**src/rtl/ps2_ctl_pkg.sv**
```systemverilog
// Shared types and constants for the PS/2 send scheduler.
package ps2_ctl_pkg;

  typedef enum logic [2:0] {
    ST_IDLE,
    ST_ISSUE,
    ST_WAIT_BUSY,
    ST_WAIT_DONE,
    ST_GAP
  } state_t;

  // One queued byte: the end-of-packet flag travels with the data.
  typedef struct packed {
    logic       last;
    logic [7:0] data;
  } fifo_entry_t;

  localparam logic SRC_KBD  = 1'b0;
  localparam logic SRC_HOST = 1'b1;

endpackage

```
**src/rtl/ps2_byte_fifo.sv**
```systemverilog
// Show-ahead byte FIFO: the oldest entry is always visible on head.
module ps2_byte_fifo #(
  parameter int DEPTH = 4,
  parameter int WIDTH = 9
) (
  input  logic             clk,
  input  logic             reset_n,
  input  logic             push,
  input  logic             pop,
  input  logic [WIDTH-1:0] din,
  output logic             full,
  output logic             empty,
  output logic [WIDTH-1:0] head
);

  localparam int AW = $clog2(DEPTH);
  localparam int PW = AW + 1;

  logic [WIDTH-1:0] mem [DEPTH];
  logic [PW-1:0]    wr_ptr;
  logic [PW-1:0]    rd_ptr;
  logic [PW-1:0]    count;
  logic             do_push;
  logic             do_pop;

  assign do_push = push && !full;
  assign do_pop  = pop && !empty;
  assign full    = (count == PW'(DEPTH));
  assign empty   = (count == '0);
  assign head    = mem[rd_ptr[AW-1:0]];

  // Pointers and occupancy; a push and pop in the same cycle leave count unchanged.
  always_ff @(posedge clk or negedge reset_n) begin
    if (!reset_n) begin
      wr_ptr <= '0;
      rd_ptr <= '0;
      count  <= '0;
    end else begin
      if (do_push) wr_ptr <= wr_ptr + PW'(1);
      if (do_pop)  rd_ptr <= rd_ptr + PW'(1);
      case ({do_push, do_pop})
        2'b10:   count <= count + PW'(1);
        2'b01:   count <= count - PW'(1);
        default: count <= count;
      endcase
    end
  end

  // Storage array; contents need no reset because empty masks stale entries.
  always_ff @(posedge clk) begin
    if (do_push) mem[wr_ptr[AW-1:0]] <= din;
  end

endmodule

```
**src/rtl/ps2_send_ctl.sv**
```systemverilog
// Two-source scheduler in front of the PS/2 byte transmitter: fixed priority
// to source 0, packets never interleaved, gap after each packet and timeout.
module ps2_send_ctl
  import ps2_ctl_pkg::*;
#(
  parameter int DEPTH = 4,
  parameter int GAP   = 2500,
  parameter int TMO   = 64
) (
  input  logic       clk,
  input  logic       reset_n,
  input  logic       s0_valid,
  input  logic [7:0] s0_data,
  input  logic       s0_last,
  output logic       s0_ready,
  input  logic       s1_valid,
  input  logic [7:0] s1_data,
  input  logic       s1_last,
  output logic       s1_ready,
  output logic       tx_send,
  output logic [7:0] tx_code,
  input  logic       tx_busy,
  input  logic       tx_rdy,
  output logic       active_src,
  output logic       err_timeout
);

  localparam bit          HAS_GAP  = (GAP > 0);
  localparam logic [15:0] GAP_LOAD = (GAP > 0) ? 16'(GAP - 1) : 16'd0;
  localparam logic [15:0] TMO_LOAD = (TMO > 0) ? 16'(TMO - 1) : 16'd0;

  state_t      state;
  state_t      next_state;
  fifo_entry_t s0_entry;
  fifo_entry_t s1_entry;
  fifo_entry_t head0;
  fifo_entry_t head1;
  fifo_entry_t grant_head;
  logic        full0, empty0, full1, empty1;
  logic        push0, push1, pop0, pop1;
  logic        grant_valid;
  logic        grant_src;
  logic        lock;
  logic        cur_last;
  logic        timeout_hit;
  logic [15:0] gap_cnt;
  logic [15:0] tmo_cnt;

  assign s0_entry = '{last: s0_last, data: s0_data};
  assign s1_entry = '{last: s1_last, data: s1_data};
  assign s0_ready = !full0;
  assign s1_ready = !full1;
  assign push0    = s0_valid && s0_ready;
  assign push1    = s1_valid && s1_ready;

  ps2_byte_fifo #(.DEPTH(DEPTH), .WIDTH(9)) u_fifo0 (
    .clk     (clk),
    .reset_n (reset_n),
    .push    (push0),
    .pop     (pop0),
    .din     (s0_entry),
    .full    (full0),
    .empty   (empty0),
    .head    (head0)
  );

  ps2_byte_fifo #(.DEPTH(DEPTH), .WIDTH(9)) u_fifo1 (
    .clk     (clk),
    .reset_n (reset_n),
    .push    (push1),
    .pop     (pop1),
    .din     (s1_entry),
    .full    (full1),
    .empty   (empty1),
    .head    (head1)
  );

  assign timeout_hit = (state == ST_WAIT_BUSY) && !tx_busy && (tmo_cnt == 16'd0);
  assign grant_head  = (grant_src == SRC_KBD) ? head0 : head1;

  // Arbiter: a held lock pins the current source, otherwise source 0 first.
  always_comb begin
    grant_valid = 1'b0;
    grant_src   = SRC_KBD;
    if (lock) begin
      grant_src   = active_src;
      grant_valid = (active_src == SRC_KBD) ? !empty0 : !empty1;
    end else if (!empty0) begin
      grant_valid = 1'b1;
      grant_src   = SRC_KBD;
    end else if (!empty1) begin
      grant_valid = 1'b1;
      grant_src   = SRC_HOST;
    end
  end

  // State register.
  always_ff @(posedge clk or negedge reset_n) begin
    if (!reset_n) state <= ST_IDLE;
    else          state <= next_state;
  end

  // Next-state logic; a dropped byte after timeout still earns the gap.
  always_comb begin
    next_state = state;
    case (state)
      ST_IDLE:      if (grant_valid && tx_rdy) next_state = ST_ISSUE;
      ST_ISSUE:     next_state = ST_WAIT_BUSY;
      ST_WAIT_BUSY: begin
        if (tx_busy)          next_state = ST_WAIT_DONE;
        else if (timeout_hit) next_state = HAS_GAP ? ST_GAP : ST_IDLE;
      end
      ST_WAIT_DONE: begin
        if (tx_rdy) begin
          if (cur_last) next_state = HAS_GAP ? ST_GAP : ST_IDLE;
          else          next_state = ST_IDLE;
        end
      end
      ST_GAP:       if (gap_cnt == 16'd0) next_state = ST_IDLE;
      default:      next_state = ST_IDLE;
    endcase
  end

  // Decoded outputs: the send pulse and FIFO pop both coincide with ISSUE.
  always_comb begin
    tx_send     = (state == ST_ISSUE);
    pop0        = (state == ST_ISSUE) && (active_src == SRC_KBD);
    pop1        = (state == ST_ISSUE) && (active_src == SRC_HOST);
    err_timeout = timeout_hit;
  end

  // Byte capture on grant and packet lock bookkeeping; tx_code holds until the next grant.
  always_ff @(posedge clk or negedge reset_n) begin
    if (!reset_n) begin
      tx_code    <= 8'h00;
      active_src <= SRC_KBD;
      cur_last   <= 1'b0;
      lock       <= 1'b0;
    end else begin
      if (state == ST_IDLE && next_state == ST_ISSUE) begin
        tx_code    <= grant_head.data;
        active_src <= grant_src;
        cur_last   <= grant_head.last;
      end
      if (timeout_hit)                          lock <= 1'b0;
      else if (state == ST_WAIT_DONE && tx_rdy) lock <= !cur_last;
    end
  end

  // Down-counters for the busy timeout and the inter-packet gap, both stopping at zero.
  always_ff @(posedge clk or negedge reset_n) begin
    if (!reset_n) begin
      tmo_cnt <= 16'd0;
      gap_cnt <= 16'd0;
    end else begin
      if (state == ST_ISSUE)
        tmo_cnt <= TMO_LOAD;
      else if (state == ST_WAIT_BUSY && tmo_cnt != 16'd0)
        tmo_cnt <= tmo_cnt - 16'd1;

      if (next_state == ST_GAP && state != ST_GAP)
        gap_cnt <= GAP_LOAD;
      else if (state == ST_GAP && gap_cnt != 16'd0)
        gap_cnt <= gap_cnt - 16'd1;
    end
  end

endmodule

```
**config.mk**
```make
export PLATFORM = sky130hd
export DESIGN_NAME = ps2_send_ctl
export DESIGN_NICKNAME = d
export VERILOG_FILES = /design/src/rtl/ps2_ctl_pkg.sv /design/src/rtl/ps2_byte_fifo.sv /design/src/rtl/ps2_send_ctl.sv
export SDC_FILE = /design/constraint.sdc
export NUM_CORES = 1
export LEC_CHECK = 0
export ABC_AREA = 1
export BUFFER_PORTS_ARGS = -buffer_cell sky130_fd_sc_hd__buf_2
export CAP_MARGIN = 5
export CORE_MARGIN = 8
export CORE_UTILIZATION = 25
export CTS_BUF_LIST = sky130_fd_sc_hd__clkbuf_8
export DETAILED_ROUTE_END_ITERATION = 6
export GPL_TIMING_DRIVEN = 0
export PLACE_DENSITY = 0.5
export SYNTH_ARGS = -nofsm -noshare
export SYNTH_HDL_FRONTEND = slang
export SYNTH_SLANG_ARGS = --single-unit
```
**constraint.sdc**
```tcl
create_clock -name clk -period 2.4 [get_ports clk]
set_input_delay 0.24 -clock clk [delete_from_list [all_inputs] [get_ports clk]]
set_output_delay 0.24 -clock clk [all_outputs]
set_load 0.1 [all_outputs]
```
## After elaboration in Yosys (flattened, before gate mapping)

Memory sizes are Yosys's and may differ from the RTL's.
Cells that the tools add are included.

- Add/sub/neg operators: 10
- Multipliers: 0
- Div/mod/pow operators: 0
- Order comparisons: 0
- Eq/ne operators: 13
- Shift operators: 0
- Muxes and demuxes: 26
- Bitwise operators: 1
- Reductions and logical operators: 34

Operators with widths:

| cell | count |
|---|---|
| $mux W16 | 4 |
| $logic_not A16 Y1 | 2 |
| $reduce_bool A16 Y1 | 2 |
| $sub A16 B1 Y16 const B | 2 |
| $add A3 B1 Y3 const B | 6 |
| $mux W3 | 6 |
| $logic_and A1 B1 Y1 | 16 |
| $pmux W3 S5 | 1 |
| $eq A3 B3 Y1 const B | 4 |
| $mux W1 | 12 |
| $pmux W3 S2 | 2 |
| $reduce_bool A2 Y1 | 5 |
| $logic_not A3 Y1 | 3 |
| $mux W9 | 1 |
| $eq A3 B1 Y1 const B | 2 |
| $eq A3 B2 Y1 const B | 2 |
| $logic_not A1 Y1 | 6 |
| $sub A3 B1 Y3 const B | 2 |
| $eq A2 B1 Y1 const B | 2 |
| $eq A2 B2 Y1 const B | 2 |
| $ne A3 B3 Y1 const B | 1 |
| $not A1 Y1 | 1 |

- Register bits: 64
- Latch bits: 0
- Memory bits (writable): 72
- Memory bits (read-only): 0
- Word-level logic and storage cells: 99
- Memories kept: 2

Memories:

| name | depth | bits a word | rd ports | clocked after Yosys merged registers in | write ports | line | text |
|---|---|---|---|---|---|---|---|
| u_fifo0.mem | 4 | 9 | 1 | 0 | 1 | ps2_byte_fifo.sv:19 | `logic [WIDTH-1:0] mem [DEPTH];` |
| u_fifo1.mem | 4 | 9 | 1 | 0 | 1 | ps2_byte_fifo.sv:19 |  |

## Depth between registers and ports, before layout

Gate-level depths: netlist of the first run.

- Depth in word-level cells: 10
- Gate-level depth with buffers: 13
- Gate-level depth less buffers: 12

## Modules after synthesis

A second synthesis of the first run with hierarchy kept.

- Cell total of the unflattened synthesis: 751
- Area total of the unflattened synthesis: 6680.2 um^2

Modules (own cells, without submodules):

| module | instances | cells each | area each (um^2) | sequential area each (um^2) |
|---|---|---|---|---|
| ps2_byte_fifo | 2 | 165 | 1885.6 | 1256.2 |
| ps2_send_ctl | 1 | 421 | 2909.0 | 1151.1 |

## Worst setup path after synthesis of the first run

Ideal clock, no wire load.

- Kind: register to register
- From: reg u_fifo1.count[0]
- To: reg u_fifo1.count[2]
- Library setup time: 0.131 ns
- Data arrival time: 2.772 ns
- Setup slack: -0.503 ns
- Stages on the path, launching flop included: 10
- Buffers on the path: 0
- Clock period less this slack: 2.903 ns
- Cells stage by stage: dfrtp_1 > inv_1 > nand3_1 > nand2_1 > ha_1 > inv_1 > fa_1 > a21oi_1 > o21ai_0 > xor2_1

- Cells in the longest elaborated chain, start to end: 6

RTL lines:

| element | line | text |
|---|---|---|
| start: declaration | ps2_byte_fifo.sv:22 | `logic [PW-1:0] count;` |
| start signal: assignment | ps2_byte_fifo.sv:42 | `2'b10: count <= count + PW'(1);` |
| start signal: assignment | ps2_byte_fifo.sv:43 | `2'b01: count <= count - PW'(1);` |
| start signal: assignment | ps2_byte_fifo.sv:44 | `default: count <= count;` |
| $eq A3 B3 Y1 (*) | ps2_byte_fifo.sv:28 | `assign full = (count == PW'(DEPTH));` |
| $logic_not A1 Y1 (*) | ps2_send_ctl.sv:52 | `assign s1_ready = !full1;` |
| net s1_ready | ps2_send_ctl.sv:19 | `output logic s1_ready,` |
| $logic_and A1 B1 Y1 | ps2_send_ctl.sv:54 | `assign push1 = s1_valid && s1_ready;` |
| $logic_and A1 B1 Y1 (*) | ps2_byte_fifo.sv:26 | `assign do_push = push && !full;` |
| $eq A2 B1 Y1 / $eq A2 B2 Y1 (equally long branches) | ps2_byte_fifo.sv:41 | `case ({do_push, do_pop})` |
| $pmux W3 S2 / $reduce_bool A2 Y1 (equally long branches) | - |  |

The timed path passes the listed nets; every way through them passes the cells marked *.
A chain may end at the register's enable or synchronous reset.

## Final worst setup path of the first run

- From: reg tmo_cnt[0]
- To: out err_timeout

- Cells in the longest elaborated chain, start to end: 2

RTL lines:

| element | line | text |
|---|---|---|
| start: declaration | ps2_send_ctl.sv:47 | `logic [15:0] tmo_cnt;` |
| start signal: assignment | ps2_send_ctl.sv:159 | `tmo_cnt <= tmo_cnt - 16'd1;` |
| $logic_not A16 Y1 | ps2_send_ctl.sv:78 | `assign timeout_hit = (state == ST_WAIT_BUSY) && !tx_busy && (tmo_cnt == 16'd0);` |
| $logic_and A1 B1 Y1 | ps2_send_ctl.sv:78 |  |
| end: declaration | ps2_send_ctl.sv:25 | `output logic err_timeout` |

No other way between the ends.

==> run_results.csv, run 1 <==
group,metric,value,unit
yosys,synth.avg_cell_area,9.01,sq um
yosys,netlist_instances,706,
outcome,status,"finished with violations",
final_layout,fin_nets,815,
pwr,p_clk_frac,0.209,
global_routing,grt_pass1_vias,4782,
worst_setup_path,arrival,1.92,ns
worst_setup_path,slowest_delay,0.41,ns
pwr,p_seq_frac,0.364,
yosys,ys_types,30,
final_layout,n_antenna_cell,0,
placement,post-place-ws,0.225,ns
clocking,cts_buffer_depth,2,
detailed_routing,wire_per_inst,13.2,um
timing,final_hold_viol_count,0,
yosys,async_reset_ff_frac,0.455,
detailed_routing,drcViolationCount,3,
clocking,cts_tree,"done",
global_routing,grt_remaining_overflow,0,
worst_setup_path,crit_type,"reg2out",
worst_setup_path,cp_cell_sequence,"inv_2 -> ha_1 -> inv_1 -> nor2_1 -> nand2_1 -> nor2_2 -> nand3_2 -> inv_1 -> buf_6",
timing,skew,0.0124,ns
detailed_routing,wl_met3,616,um
yosys,syn_nets,745,
floorplan,die_y,175,um
timing,tns,0,ns
worst_setup_path,crit_top_cell,"inv_1",
timing,fin_crit,2.16,ns
worst_setup_path,cp_top_family,"buffers and inverters",
timing,tightest_slew,0.935,ns
timing,max_freq,462,MHz
floorplan,coreArea,25100,sq um
yosys,yosys_most_used_dff,"edfxtp_1",
worst_setup_path,worst-path-max-fanout,7,
detailed_routing,drtPass1Iterations,7,
yosys,yosys_warnings,0,
worst_setup_path,cp-end-kind,"output pin",
yosys,muxShareOfSynthArea,0,
yosys,synth_seq_cells,132,
worst_setup_path,r2r_slack,0.34,ns
yosys,netlist_area,6360,sq um
timing,setup_ws,0.237,ns
detailed_routing,wl_met1,7.07,mm
yosys,synth_top_family_by_area,"simple AND/OR/NAND/NOR gates",
yosys,synth_compound_area_frac,0.0555,
pwr,p_comb_frac,0.427,
worst_setup_path,crit_slowest_cell,"dfrtp_1",
clocking,htreeDepth,4,
pwr,power_per_cell_area,1300,nW/um^2
clocking,clk_pin_slew_worst_paths,0.08,ns
worst_hold_path,hold_class,"in2reg",
floorplan,ios,37,
placement,numPortBuffers,36,
pwr,switchingPower,4.45,mW
floorplan,initial_core_util,0.253,
floorplan,die-area,30800,sq um
detailed_routing,highest_layer,"met4",
timing,relSlewSlack,0.374,
pwr,p_leak,3.31,nW
global_routing,grt_max_degree,61,
worst_setup_path,start_kind,"register",
timing,rsz0062_at_grt,"no",
detailed_routing,detail_route.iter0.violations,276,
yosys,synth_xor_area_frac,0.0207,
global_routing,grtUsageTotal,0.100,
pwr,peakVddDrop,1070,uV
global_routing,grt_pass1_wl,24.4,mm
clocking,clkSinkCount,132,
detailed_routing,vias_per_cell,4.24,
detailed_routing,ant_nets,0,
final_layout,fin_util,0.301,
floorplan,fp.dieW,175,um
timing,period_share,0.901,
clocking,cts_buffers,17,
worst_setup_path,path_buf_inv,4,
floorplan,row_count,58,
outcome,violations,"DRC",
clocking,root_buffer,"clkbuf_8",
placement,gp_congestion,0.791,
pwr,internal_power,5.37,mW
yosys,seq_area_frac_synth,0.576,
detailed_routing,vias,4740,
yosys,synth_edf_count,72,
global_routing,antenna_found_initial,0,
detailed_routing,drt-total-wl,14.7,mm
pwr,switching_share,0.454,
run,cap_violations,0,
final_layout,syn2layout_area_growth,18.7,%
yosys,synth_adder_area_share,0.0319,
detailed_routing,dr_wl_met2,6.93,mm
yosys,synth-simple-area-share,0.260,
worst_setup_path,cp_data_required_time,2.16,ns
clocking,clk_latency,0.44,ns
timing,setup_violations,0,
timing,drv_slew,0,
placement,dp.final_hpwl,10.0,mm
final_layout,drive_gt1_frac,0.133,
sequential cells by signal (all words and copies together), names as in the netlist:
| name | flops |
|---|---|
| u_fifo1.wr_ptr | 2 |
| tx_code | 8 |
| gap_cnt | 16 |
| lock | 1 |
| u_fifo0.wr_ptr | 2 |
| state | 3 |
| u_fifo1.rd_ptr | 2 |
| u_fifo0.count | 3 |
| u_fifo1.count | 3 |
| tmo_cnt | 16 |
| u_fifo0.mem | 36 |
| u_fifo1.mem | 36 |
| u_fifo0.rd_ptr | 2 |
| active_src | 1 |
| cur_last | 1 |
metal layers:
metal | track usage | vias up
li1 | - | 2438
met1 | 0.127 | 2200
met2 | 0.165 | 90
met3 | 0.0262 | 12
met4 | 0.0297 | 0
met5 | 0 | -
cells in the final DEF, fill, tap and decap left out, types with 2 or more instances in the layout:
cell type and count:
nand3_1 57, a21oi_1 10, inv_2 6, nand2_4 3, nand3_2 4, buf_6 4, inv_8 3, bufinv_16 3
clkinv_1 2, dlygate4sd3_1 13, o21ai_1 5, nor3_1 2, inv_6 6, inv_1 61, edfxtp_1 72, ha_1 13
nor2_1 148, xnor2_1 6, nand2_2 5, nand4_1 13, clkinv_2 2, xor2_1 9, fa_2 2, buf_4 3
clkbuf_1 6, o21ai_0 54, nand2_1 151, clkbuf_8 17, buf_2 39, nor2_2 2, dfrtp_1 60, nor2_4 2
cell usage after synthesis (3+ instances only):
master / n / area (sq um)
nand2_1: 151 / 567
nor2_1: 148 / 556
edfxtp_1: 72 / 2160
inv_1: 65 / 244
dfrtp_1: 60 / 1500
nand3_1: 59 / 295
o21ai_0: 56 / 280
ha_1: 13 / 163
nand4_1: 13 / 81.3
a21oi_1: 10 / 50.1
xor2_1: 9 / 78.8
clkbuf_1: 6 / 22.5
xnor2_1: 6 / 52.6
buf_2: 5 / 25.0
nand2_2: 5 / 31.3
buf_6: 3 / 33.8
nand2_4: 3 / 33.8
o21ai_1: 3 / 15.0
cell type report:
| type | instances | area (sq um) |
|---|---|---|
| multi-input combinational | 489 | 2350 |
| inverter | 71 | 274 |
| clock buffer | 17 | 234 |
| buffer | 14 | 81.3 |
| clock inverter | 15 | 194 |
| tap | 330 | 413 |
| timing repair buffer | 51 | 334 |
| fill | 2662 | 17600 |
| sequential | 132 | 3660 |
cells by family (layout without fill, tap and decap cells):
kind of cell	count (synthesis)	count (layout)
AO/OA/AOI/OAI	70	70
XOR/XNOR	15	15
adder cells (fa/ha/maj)	15	15
buffers and inverters	85	168
flip-flops	132	132
AND/OR/NAND/NOR	389	389
metrics by stage:
stage | area (sq um) | hold slack, ns | cells | total power, mW
3_5_place_dp | 6970 | 0.404 | 1072 | 7.84
6_report | 7550 | 0.0312 | 1119 | 9.82
4_1_cts | 7520 | 0.000909 | 1116 | 9.93
3_3_place_gp | 6970 | 0.458 | 1072 | 7.80
5_1_grt | 7550 | 0.00254 | 1119 | 10.7
2_1_floorplan | 6370 | -0.0556 | 706 | 6.75
path summary, 6_finish.rpt:
kind,start,to,cells after the start
setup / recovery,tmo_cnt[0]$_DFFE_PN0P_,err_timeout,9
hold / removal,s1_last,u_fifo1.mem[2][8]$_DFFE_PP_,1
setup reg to reg,u_fifo0.count[2]$_DFFE_PN0P_,u_fifo0.count[1]$_DFFE_PN0P_,8
hold reg to reg,u_fifo1.count[0]$_DFFE_PN0P_,u_fifo1.count[0]$_DFFE_PN0P_,1
max in group asynchronous,reset_n,u_fifo1.count[2]$_DFFE_PN0P_,2
min in group asynchronous,reset_n,tmo_cnt[3]$_DFFE_PN0P_,2
worst reg2reg max path: cells and delay by family, from the launching register on:
kind / cells / cell delay [ns]
compound gates: 1 / 0.15
simple gates: 2 / 0.53
fa+ha+maj: 2 / 0.62
buf+inv: 3 / 0.26
flops: 1 / 0.42
timing repair:
item | in CTS | in global routing
gates resized for setup | 1 | 2
buffers inserted | 0 | 2
hold buffers | 12 | 1
setup endpoints to repair | 1 | 2
pin swaps | 0 | 1
hold endpoints to repair | 102 | 4
power by group through the flow:
stage / Sequential (mW) / Combinational, mW / Clock (mW)
after floorplan: 4.00 / 2.75 / 0
after global placement: 3.62 / 4.18 / 0
after detailed placement: 3.62 / 4.22 / 0
after CTS: 3.58 / 4.25 / 2.10
after global routing: 3.68 / 4.79 / 2.19
final: 3.58 / 4.19 / 2.05
(Power assumes the default switching activity.)
==> inputs of run 2 (changes only) <==
PLACE_DENSITY = 0.46   (was 0.5)
==> run 2 against run 1 <==
  * Die area did not move
  * Worst setup slack improved by 0.0077 ns
  * Combinational power barely moved
  * Hold slack improved by 0.0042 ns
  * The flow now finishes without violations
  * Highest routed layer unchanged
==> run_results.csv, run 2 (synthesis results as in run 1) <==
group,metric,value,unit
final_layout,drive_gt1_frac,0.127,
worst_hold_path,hold_class,"in2reg",
timing,setup_ws,0.245,ns
detailed_routing,vias,4656,
timing,final_hold_viol_count,0,
pwr,peakVddDrop,956,uV
worst_hold_path,min_from,"s1_data[1]",
worst_setup_path,reg2reg_from,"state[0]$_DFF_PN0_",
timing,worst_hold_slack,0.0354,ns
worst_setup_path,worst-path-max-fanout,7,
clocking,post-cts-setup-buffers,0,
final_layout,layout_common_cells,"151 x nand2_1, 148 x nor2_1, 72 x edfxtp_1",
final_layout,final_common_cell,"nand2_1",
placement,dp.final_hpwl,10.3,mm
clocking,clk_pin_slew_worst_paths,0.08,ns
worst_setup_path,arrival,1.92,ns
clocking,cts_tree,"done",
timing,setup_violations,0,
outcome,status,"finished, final reports clean",
detailed_routing,detail_route.iter0.violations,236,
final_layout,syn2layout_area_growth,18.1,%
worst_hold_path,min_path_cells,1,
timing,fin_crit,2.16,ns
placement,gp_congestion,0.785,
timing,tightest_slew,0.968,ns
run,cap_violations,0,
worst_setup_path,cp-end-kind,"output pin",
detailed_routing,wire_per_inst,13.8,um
clocking,clk_latency,0.44,ns
worst_setup_path,r2r_end,"u_fifo1.count[2]$_DFFE_PN0P_",
global_routing,grt_max_degree,61,
clocking,cts_buffer_depth,2,
detailed_routing,drcViolationCount,0,
final_layout,n_antenna_cell,0,
timing,tns,0,ns
global_routing,grt_remaining_overflow,0,
floorplan,row_count,58,
floorplan,initial_core_util,0.253,
detailed_routing,drtPass1Iterations,5,
detailed_routing,drt-total-wl,15.4,mm
worst_setup_path,r2r_slack,0.26,ns
timing,rsz0062_at_grt,"no",
worst_hold_path,hold_end,"u_fifo1.mem[2][1]$_DFFE_PP_",
timing,skew,0.0120,ns
timing,relSlewSlack,0.352,
pwr,power_per_cell_area,1310,nW/um^2
placement,post-place-ws,0.232,ns
final_layout,fin_nets,811,
clocking,clkSinkCount,132,
floorplan,ios,37,
worst_setup_path,cp_data_required_time,2.16,ns
floorplan,die_y,175,um
worst_setup_path,start_kind,"register",
timing,max_freq,464,MHz
floorplan,coreArea,25100,sq um
detailed_routing,ant_nets,0,
clocking,htreeDepth,4,
timing,period_share,0.898,
global_routing,antenna_found_initial,0,
worst_setup_path,crit_type,"reg2out",
clocking,cts_buffers,17,
floorplan,die-area,30800,sq um
placement,numPortBuffers,36,
worst_setup_path,r2r_cells,10,
timing,drv_slew,0,
pwr,p_leak,3.30,nW
floorplan,fp.dieW,175,um
global_routing,grt_pass1_wl,25.0,mm
global_routing,grt_pass1_vias,4724,
detailed_routing,vias_per_cell,4.18,
global_routing,grtUsageTotal,0.104,
clocking,root_buffer,"clkbuf_8",
-- run 2: layout make-up --
cell class                      count  area, sq um
Tap cell                          330          413
Multi-Input combinational cell    489         2350
Buffer                             14         81.3
Sequential cell                   132         3660
Clock buffer                       17          234
Timing Repair Buffer               47          299
Fill cell                        2706        17600
Inverter                           71          274
Clock inverter                     15          189
-- run 2: repair_timing --
item | CTS | global route
gates cloned | 0 | 0
setup endpoints to repair | 1 | 1
hold endpoints to repair | 89 | 8
gates resized for setup | 1 | 2
hold buffers | 9 | 2
-- run 2: worst max-delay path by stage --
stage | startpoint | to | slack [ns]
after detailed placement | state[0]$_DFF_PN0_ | u_fifo1.count[2]$_DFFE_PN0P_ | 0.23
after CTS | tmo_cnt[0]$_DFFE_PN0P_ | err_timeout | 0.04
after global routing | tmo_cnt[0]$_DFFE_PN0P_ | err_timeout | 0.03
after floorplan | state[0]$_DFF_PN0_ | u_fifo1.count[2]$_DFFE_PN0P_ | -0.21
after global placement | state[0]$_DFF_PN0_ | u_fifo1.count[2]$_DFFE_PN0P_ | 0.24
final | tmo_cnt[0]$_DFFE_PN0P_ | err_timeout | 0.24
-- run 2: report_power, final --
group | total [mW] | internal [mW] | switching [mW]
Sequential | 3.59 | 3.11 | 0.473
Clock | 2.04 | 1.13 | 0.914
Combinational | 4.22 | 1.18 | 3.04
Total | 9.84 | 5.41 | 4.43
-- run 2: per-stage QoR --
step           utilization  power, mW  std cells  area [sq um]
6_report             0.299       9.84       1115          7510
5_1_grt              0.299       10.6       1115          7510
4_1_cts              0.298       9.98       1113          7480
3_5_place_dp         0.278       7.89       1072          6970
3_3_place_gp         0.277       7.87       1072          6970
2_1_floorplan            -       6.75        706          6370
-- run 2: metal layers --
| layer | up-vias | part of all wire | track usage |
|---|---|---|---|
| met5 | - | 0 | 0 |
| met4 | 0 | 0.0074 | 0.0297 |
| met3 | 6 | 0.028 | 0.0253 |
| met2 | 60 | 0.48 | 0.171 |
| met1 | 2156 | 0.49 | 0.132 |
| li1 | 2434 | - | - |
-- run 2: worst max-delay path, cell delays in order, from the launching register on --
cell and delay, ns:
dfrtp_1 0.39, inv_2 0.12, ha_1 0.16, inv_1 0.03, nor2_1 0.11, nand2_1 0.08
nor2_2 0.14, nand3_2 0.13, inv_1 0.10, buf_6 0.22
==> inputs of run 3 (changes only) <==
CAP_MARGIN = unset   (was 5)
CORE_MARGIN = 5   (was 8)
SLEW_MARGIN = 20   (was unset)
==> run 3 against run 2 <==
  * Core utilization about the same
  * Flip-flop and latch count unchanged
  * First-iteration DRC count up 1.3%
  * Critical path type unchanged
  * Largest power group unchanged
==> run_results.csv, run 3 (synthesis results as in run 1) <==
group,metric,value,unit
floorplan,fp.dieW,169,um
timing,fin_crit,2.13,ns
run,cap_violations,0,
final_layout,syn2layout_area_growth,17.9,%
timing,skew,0.0131,ns
clocking,cts_buffer_depth,2,
timing,relSlewSlack,0.358,
global_routing,grt_pass1_vias,4869,
clocking,clkSinkCount,132,
placement,post-place-ws,0.252,ns
timing,setup_ws,0.266,ns
worst_setup_path,cp_cell_sequence,"inv_2 -> ha_1 -> inv_1 -> nor2_1 -> nand2_1 -> nor2_2 -> nand3_2 -> inv_1 -> buf_12",
placement,numPortBuffers,36,
worst_setup_path,worst-path-max-fanout,7,
pwr,internal_power,5.13,mW
clocking,clk_latency,0.44,ns
clocking,cts_buffers,17,
floorplan,ios,37,
global_routing,grt_pass1_wl,25.0,mm
timing,setup_violations,0,
final_layout,layout_common_cells,"151 x nand2_1, 148 x nor2_1, 72 x edfxtp_1",
pwr,switching_share,0.464,
timing,drv_slew,0,
pwr,p_total,9.56,mW
pwr,p_clk_frac,0.187,
timing,tns,0,ns
worst_setup_path,arrival,1.89,ns
final_layout,drive_gt1_frac,0.127,
worst_hold_path,hold_class,"in2reg",
timing,max_freq,469,MHz
clocking,cts_tree,"done",
pwr,switchingPower,4.43,mW
floorplan,die_y,169,um
detailed_routing,vias,4764,
clocking,htreeDepth,4,
final_layout,fin_nets,813,
floorplan,die-area,28700,sq um
timing,final_hold_viol_count,0,
detailed_routing,vias_per_cell,4.26,
worst_setup_path,cp_data_required_time,2.16,ns
worst_setup_path,start_kind,"register",
pwr,p_comb_frac,0.438,
worst_setup_path,slowest_delay,0.39,ns
timing,worst_hold_slack,0.0436,ns
final_layout,stdcell_count,1117,
clocking,clk_pin_slew_worst_paths,0.08,ns
global_routing,grtUsageTotal,0.110,
clocking,root_buffer,"clkbuf_8",
detailed_routing,wire_per_inst,13.4,um
pwr,power_per_cell_area,1270,nW/um^2
worst_setup_path,crit_top_cell,"inv_1",
worst_setup_path,cp-end-kind,"output pin",
detailed_routing,ant_nets,0,
placement,dp.final_hpwl,10.5,mm
global_routing,grt_remaining_overflow,0,
pwr,p_leak,3.29,nW
timing,tightest_slew,0.959,ns
worst_setup_path,crit_type,"reg2out",
floorplan,coreArea,25100,sq um
detailed_routing,drtPass1Iterations,4,
final_layout,final_common_cell,"nand2_1",
global_routing,antenna_found_initial,0,
placement,gp_congestion,0.796,
worst_setup_path,path_buf_inv,4,
global_routing,grt_max_degree,45,
pwr,p_seq_frac,0.376,
timing,rsz0062_at_grt,"no",
final_layout,n_antenna_cell,0,
detailed_routing,drt-total-wl,14.9,mm
detailed_routing,drcViolationCount,0,
floorplan,initial_core_util,0.253,
timing,period_share,0.889,
worst_setup_path,crit_slowest_cell,"dfrtp_1",
outcome,status,"finished, final reports clean",
floorplan,row_count,58,
pwr,peakVddDrop,897,uV
detailed_routing,detail_route.iter0.violations,239,
placement,placed_cells,1073,
worst_setup_path,cp_top_family,"simple AND/OR/NAND/NOR gates",
==> run 3: changes by cell type in the layout (fill, tap and decap cells not counted), moves of 2 or more <==
cell,delta
inv_6,+3
clkinv_2,-2
clkinv_1,+2
bufinv_16,-3
==> run 3: power groups by stage <==
stage | clock [mW] | sequential, mW | combinational [mW]
5_1_grt | 1.95 | 3.68 | 4.79
4_1_cts | 1.84 | 3.59 | 4.28
3_5_place_dp | 0 | 3.62 | 4.27
2_1_floorplan | 0 | 4.00 | 2.75
3_3_place_gp | 0 | 3.63 | 4.21
6_report | 1.78 | 3.59 | 4.19
==> run 3: cell type report <==
type | count | area (sq um)
clock buffer | 17 | 234
inverter | 71 | 274
timing repair buffer | 49 | 345
clock inverter | 15 | 131
fill | 2721 | 17600
tap | 330 | 413
sequential | 132 | 3660
multi-input combinational | 489 | 2350
buffer | 14 | 81.3
==> run 3: per-layer routing <==
metal  vias to the layer above  part of all wire  GRT usage
li1                       2451                 -          -
met1                      2226              0.49      0.148
met2                        68              0.46      0.177
met3                        19             0.032     0.0268
met4                         0             0.015     0.0336
met5                         -                 0          0
==> run 3: worst reg2reg max path, stage by stage, from the launching register on <==
cell	delay, ns
dfrtp_1	0.39
inv_2	0.06
nor3_4	0.36
nand3_1	0.17
inv_1	0.13
ha_1	0.17
inv_2	0.05
fa_2	0.33
a21oi_1	0.12
o21ai_1	0.08
xor2_1	0.14
==> run 3: worst paths after layout <==
| check | startpoint | to | slack, ns | depth (start not counted) |
|---|---|---|---|---|
| max | tmo_cnt[0]$_DFFE_PN0P_ | err_timeout | 0.27 | 9 |
| min | s1_data[4] | u_fifo1.mem[2][4]$_DFFE_PP_ | 0.04 | 1 |
| max reg2reg | state[0]$_DFF_PN0_ | u_fifo1.count[2]$_DFFE_PN0P_ | 0.28 | 10 |
| min reg2reg | u_fifo1.count[0]$_DFFE_PN0P_ | u_fifo1.count[0]$_DFFE_PN0P_ | 0.48 | 1 |
| max in group asynchronous | reset_n | tx_code[0]$_DFFE_PN0P_ | 1.65 | 3 |
| min in group asynchronous | reset_n | tmo_cnt[15]$_DFFE_PN0P_ | 0.23 | 2 |
==> run 3: stage by stage <==
step                instance area, sq um   util
finish                              7500  0.299
detailed placement                  7000  0.279
CTS                                 7450  0.297
floorplan                           6370      -
global placement                    6970  0.277
global route                        7500  0.299
==> run 3: repair_timing <==
| action | CTS | global route |
|---|---|---|
| pin swaps | 0 | 0 |
| hold buffers | 9 | 3 |
| setup buffers | 0 | 0 |
| cloned | 0 | 0 |
| resized for setup | 1 | 4 |
| endpoints found under the hold margin | 92 | 10 |
| setup endpoints to repair | 1 | 1 |
